File: src/rtl/sha1_core.sv
// Iterative SHA-1 compression core: one 512-bit block in, 160-bit chained digest out,
// ROUNDS_PER_CYCLE rounds per clock. Define SHA1_BSWAP_EN to byte-reverse input words.
module sha1_core #(
    parameter int ROUNDS_PER_CYCLE = 1
) (
    input  logic         clk,
    input  logic         rst,
    input  logic         in_valid,
    output logic         in_ready,
    input  logic [511:0] in_block,
    input  logic         in_first,
    output logic         out_valid,
    input  logic         out_ready,
    output logic [159:0] out_digest
);
    localparam int R = ROUNDS_PER_CYCLE;
    localparam logic [31:0] IV [0:4] = '{32'h67452301, 32'hefcdab89, 32'h98badcfe,
                                         32'h10325476, 32'hc3d2e1f0};

    typedef enum logic [1:0] {IDLE, ROUND, FINAL, DONE} state_t;

    if (R != 1 && R != 2 && R != 4 && R != 5 && R != 10 && R != 20) begin : g_bad_rounds
        $error("sha1_core: ROUNDS_PER_CYCLE=%0d is not one of 1,2,4,5,10,20", R);
    end

    function automatic logic [31:0] rotl(input logic [31:0] x, input int n);
        return (x << n) | (x >> (32 - n));
    endfunction

    function automatic logic [31:0] round_f(input logic [6:0] tt, input logic [31:0] b,
                                            input logic [31:0] c, input logic [31:0] d);
        if (tt < 7'd20)      return (b & c) | (~b & d);
        else if (tt < 7'd40) return b ^ c ^ d;
        else if (tt < 7'd60) return (b & c) | (b & d) | (c & d);
        else                 return b ^ c ^ d;
    endfunction

    function automatic logic [31:0] round_k(input logic [6:0] tt);
        if (tt < 7'd20)      return 32'h5a827999;
        else if (tt < 7'd40) return 32'h6ed9eba1;
        else if (tt < 7'd60) return 32'h8f1bbcdc;
        else                 return 32'hca62c1d6;
    endfunction

`ifdef SHA1_BSWAP_EN
    function automatic logic [31:0] in_word(input logic [31:0] w);
        return {w[7:0], w[15:8], w[23:16], w[31:24]};
    endfunction
`else
    function automatic logic [31:0] in_word(input logic [31:0] w);
        return w;
    endfunction
`endif

    state_t      state, state_next;
    logic [6:0]  t;
    logic        last;
    logic [31:0] wbuf [0:15];
    logic [31:0] va, vb, vc, vd, ve;
    logic [31:0] h [0:4];

    // wx extends the 16-word window by the R schedule words this cycle may need
    logic [31:0] wx [0:15+R];
    logic [31:0] ca [0:R];
    logic [31:0] cb [0:R];
    logic [31:0] cc [0:R];
    logic [31:0] cd [0:R];
    logic [31:0] ce [0:R];

    for (genvar i = 0; i < 16; i++) begin : g_win
        assign wx[i] = wbuf[i];
    end
    for (genvar i = 16; i < 16 + R; i++) begin : g_sched
        assign wx[i] = rotl(wx[i-3] ^ wx[i-8] ^ wx[i-14] ^ wx[i-16], 1);
    end

    assign ca[0] = va;
    assign cb[0] = vb;
    assign cc[0] = vc;
    assign cd[0] = vd;
    assign ce[0] = ve;

    for (genvar j = 0; j < R; j++) begin : g_round
        logic [6:0]  tj;
        logic [31:0] temp;
        assign tj        = t + 7'(j);
        assign temp      = rotl(ca[j], 5) + round_f(tj, cb[j], cc[j], cd[j]) + ce[j]
                         + round_k(tj) + wx[j];
        assign ca[j+1]   = temp;
        assign cb[j+1]   = ca[j];
        assign cc[j+1]   = rotl(cb[j], 30);
        assign cd[j+1]   = cc[j];
        assign ce[j+1]   = cd[j];
    end

    assign last = (t == 7'(80 - R));

    always_ff @(posedge clk) begin
        if (rst) state <= IDLE;
        else     state <= state_next;
    end

    always_comb begin
        state_next = state;
        case (state)
            IDLE:    if (in_valid) state_next = ROUND;
            ROUND:   if (last) state_next = FINAL;
            FINAL:   state_next = DONE;
            DONE:    if (out_ready) state_next = IDLE;
            default: state_next = IDLE;
        endcase
    end

    always_comb begin
        in_ready   = (state == IDLE);
        out_valid  = (state == DONE);
        out_digest = '0;
        if (state == DONE) out_digest = {h[0], h[1], h[2], h[3], h[4]};
    end

    // Chaining value and round counter: reset to IV / 0
    always_ff @(posedge clk) begin
        if (rst) begin
            for (int i = 0; i < 5; i++) h[i] <= IV[i];
            t <= '0;
        end else begin
            case (state)
                IDLE: if (in_valid) begin
                    t <= '0;
                    if (in_first) for (int i = 0; i < 5; i++) h[i] <= IV[i];
                end
                ROUND: t <= last ? 7'd0 : t + 7'(R);
                FINAL: begin
                    h[0] <= h[0] + va;
                    h[1] <= h[1] + vb;
                    h[2] <= h[2] + vc;
                    h[3] <= h[3] + vd;
                    h[4] <= h[4] + ve;
                end
                default: ;
            endcase
        end
    end

    // Working variables and message window carry no reset; they are reloaded on accept
    always_ff @(posedge clk) begin
        if (state == IDLE && in_valid) begin
            for (int i = 0; i < 16; i++) wbuf[i] <= in_word(in_block[511-32*i -: 32]);
            if (in_first) begin
                va <= IV[0]; vb <= IV[1]; vc <= IV[2]; vd <= IV[3]; ve <= IV[4];
            end else begin
                va <= h[0];  vb <= h[1];  vc <= h[2];  vd <= h[3];  ve <= h[4];
            end
        end else if (state == ROUND) begin
            for (int i = 0; i < 16; i++) wbuf[i] <= wx[i+R];
            va <= ca[R];
            vb <= cb[R];
            vc <= cc[R];
            vd <= cd[R];
            ve <= ce[R];
        end
    end
endmodule
File: config.mk
export PLATFORM = sky130hd
export DESIGN_NAME = sha1_core
export DESIGN_NICKNAME = d
export VERILOG_FILES = /design/src/rtl/sha1_core.sv
export SDC_FILE = /design/constraint.sdc
export NUM_CORES = 2
export LEC_CHECK = 0
export CAP_MARGIN = 20
export CORE_MARGIN = 1.5
export CORE_UTILIZATION = 56
export DETAILED_ROUTE_END_ITERATION = 10
export HOLD_SLACK_MARGIN = 0.15
export PLACE_DENSITY_LB_ADDON = 0.05
export SYNTH_ARGS = -nofsm -noshare
export SYNTH_HDL_FRONTEND = slang
export SYNTH_SLANG_ARGS = --single-unit
File: constraint.sdc
create_clock -name clk -period 27.2 [get_ports clk]
set_input_delay 4.08 -clock clk [delete_from_list [all_inputs] [get_ports clk]]
set_output_delay 4.08 -clock clk [all_outputs]
set_load 0.02 [all_outputs]
==> Implementation_results.wiki <==
{| class="wikitable"
! Metric !! Value
|-
| Minimum setup slack in the final design || 18880 ps
|-
| Horizontal extent of the die || 302 µm
|-
| Clock buffers created by TritonCTS || 94
|-
| Final max-slew violation count || 0
|-
| Most used flip-flop cell after synthesis || sky130_fd_sc_hd__edfxtp_1
|-
| Cell area after technology mapping || 0.0499 mm²
|-
| Capturing element type of the critical path || flip-flop
|-
| Level count of the clock H-tree || 3
|-
| Share of cells above drive strength 1 || 0.0980
|-
| Cells along the critical path || clkdlybuf4s50_1, nand2_4, nand2b_4, buf_4, buf_12, buf_4
|-
| Worst EP arrival || 8630 ps
|-
| Maximum fanout count along the critical path || 180
|-
| Share of flip-flops with an asynchronous set or reset after synthesis || 0
|-
| Post-route cell area || 0.0607 mm²
|-
| TritonCTS clock tree || built
|-
| Leftover overflow at the end of global routing || 0
|-
| Post-synthesis sequential element count || 841
|-
| Outcome || finished clean
|-
| Die Area || 0.0909 mm²
|-
| Final critical-path required period || 8320 ps
|-
| Worst max-slew margin expressed relative to the limit || 0.260
|-
| Final setup skew || 26.0 ps
|-
| Routed wire length || 160000 µm
|-
| Min-Delay Path Class || reg -> reg
|-
| Most common cell type on the critical path || sky130_fd_sc_hd__buf_4
|-
| Die H || 302 µm
|-
| Warnings, synthesis || 0
|-
| Total core area || 0.0884 mm²
|-
| Post-CTS repair timing setup buffer count || 0
|-
| Number of instances in the synthesized netlist || 4533
|-
| Number of max-cap violations || 0
|-
| Startpoint class of the critical path || input port
|-
| Setup TNS after final layout || 0 ps
|-
| Fraction of the yosys area taken by sequential cells || 0.504
|-
| Drt via density || 5.85
|-
| Worst slack on hold paths || 505 ps
|-
| Avg Synthesized Cell Area || 11.0 µm²
|-
| Gp weighted congestion || 0.965
|-
| Peak Freq || 120 MHz
|-
| Iteration-0 DRC count of the detailed router || 3451
|-
| Vias after detailed routing || 37400
|-
| Category of the critical setup timing path || in -> reg
|-
| Post-cts repair resize count || 0
|-
| Ratio of final minimum period to clock period || 0.306
|-
| Post-placement setup slack || 18230 ps
|-
| Total global-route track usage || 0.349
|-
| Cell area after placement || 0.0577 mm²
|-
| Effective utilization at floorplan || 0.565
|-
| Data required time at the worst endpoint || 27510 ps
|-
| Maximum number of buffers from clock root to sink || 3
|-
| Router iterations before antenna repair || 8
|-
| Total DRC errors in the routed layout || 0
|-
| Number of I/O port buffers || 678
|-
| Number of buffers added to fix hold violations after cts || 0
|-
| Maximum number of pins on one net before global-route repair || 189
|-
| Row count || 109
|-
| Slowest Stage Delay on Critical Path || 960 ps
|-
| Final setup fails || 0
|-
| Synth cell types || 78
|-
| Unrepaired setup endpoints after global routing || no
|-
| Mapped Nets || 5373
|-
| Global-route wire length before repair || 233000 µm
|-
| Clock tree root driver cell || sky130_fd_sc_hd__clkbuf_16
|-
| Area delta synth->final || 21.7%
|-
| CP max-delay cell || sky130_fd_sc_hd__buf_4
|-
| Per-cell routed wire length || 25.0 µm
|-
| Clock net sink count || 841
|-
| Post-DRT Antenna Nets || 0
|-
| Worst Max-Slew Pin Slew || 1110 ps
|-
| I/O Pins || 679
|-
| Skew-Pair Late Insertion Delay || 700 ps
|-
| Register clock-pin slew on the reported worst setup and hold paths || 60 ps
|-
| Number of enable-type register cells in the synthesized netlist || 832
|-
| Hold Violations, Final || 0
|-
| Number of antenna violations at the first check in global routing || 46
|-
| Via count of the first global-routing pass || 36500
|-
| Post-DP HPWL || 121000 µm
|-
| Final net count || 5971
|}
## final cells by class
| type | instances | area (µm²) |
|---|---|---|
| sequential | 841 | 25200 |
| antenna | 26 | 65.1 |
| multi-input combinational | 3230 | 23100 |
| clock buffer | 109 | 2410 |
| inverter | 261 | 980 |
| tap | 1165 | 1460 |
| timing repair buffer | 703 | 7010 |
| clock inverter | 59 | 604 |
| fill | 6805 | 27600 |
## cell usage after synthesis, drive strengths merged (97+ instances only)
cell	number	area, µm²
inv	261	980
clkbuf	193	724
edfxtp	832	25000
a21o	97	728
a21oi	162	811
ha	206	2580
o21ai	263	1320
nand2	850	3190
xnor2	181	1590
and2	176	1100
nor2	190	713
mux2	321	3610
fa	117	2340
## logic make-up (layout without fill, tap and decap cells)
logic type / count (synthesis) / in the layout / share of synthesized area
buffers and inverters: 462 / 1132 / 0.0348
XOR/XNOR: 257 / 257 / 0.0451
adder cells (fa/ha/maj): 323 / 323 / 0.0986
other: 0 / 26 / 0
multiplexers: 355 / 355 / 0.0793
AND/OR/NAND/NOR: 1530 / 1530 / 0.140
flip-flops: 841 / 841 / 0.504
AO/OA/AOI/OAI: 765 / 765 / 0.0976
## state kept, by name (all words and copies together), names as in the netlist
name   count
h        160
state      2
t          7
va        32
vb        32
vc        32
vd        32
ve        32
wbuf     512
## worst max-delay path: cells and delay by family
| kind | cells | cell delay [ps] |
|---|---|---|
| buffers and inverters | 4 | 3100 |
| and+or+nand+nor | 2 | 1060 |
## per-stage QoR
stage	util	std cells
finish	0.687	6394
global route	0.687	6384
CTS	0.687	6368
detailed placement	0.653	6200
global placement	0.653	6200
floorplan	-	4533
## path summary, 6_finish.rpt
kind                     startpoint                      to  slack (ps)  cells after the start
max                        in_valid  wbuf[1][193]$_DFFE_PP_       18880                      6
min          wbuf[1][217]$_DFFE_PP_  wbuf[1][185]$_DFFE_PP_         510                      2
max reg2reg       t[4]$_SDFFE_PP0P_        va[31]$_DFFE_PP_       20540                     22
min reg2reg  wbuf[1][217]$_DFFE_PP_  wbuf[1][185]$_DFFE_PP_         510                      2
## metal layers
layer / vias to the layer above / wire length, µm / track usage
li1: 17300 / - / -
met1: 18200 / 61200 / 0.439
met2: 1542 / 76800 / 0.569
met3: 371 / 12100 / 0.0758
met4: 38 / 9260 / 0.180
met5: - / 238 / 0
## layout by cell type, fill, tap and decap left out, types with 162 or more instances in the layout
cell / instances
sky130_fd_sc_hd__o21ai_0: 239
sky130_fd_sc_hd__inv_1: 259
sky130_fd_sc_hd__edfxtp_1: 832
sky130_fd_sc_hd__clkdlybuf4s50_1: 677
sky130_fd_sc_hd__nand2_1: 849
sky130_fd_sc_hd__mux2_2: 321
sky130_fd_sc_hd__nor2_1: 190
sky130_fd_sc_hd__a21oi_1: 162
sky130_fd_sc_hd__and2_1: 174
sky130_fd_sc_hd__xnor2_1: 181
sky130_fd_sc_hd__ha_1: 204
Power is left out: the tool's default activity adds up to more than one toggle a clock period on the data nets, which glitch-free logic cannot reach.
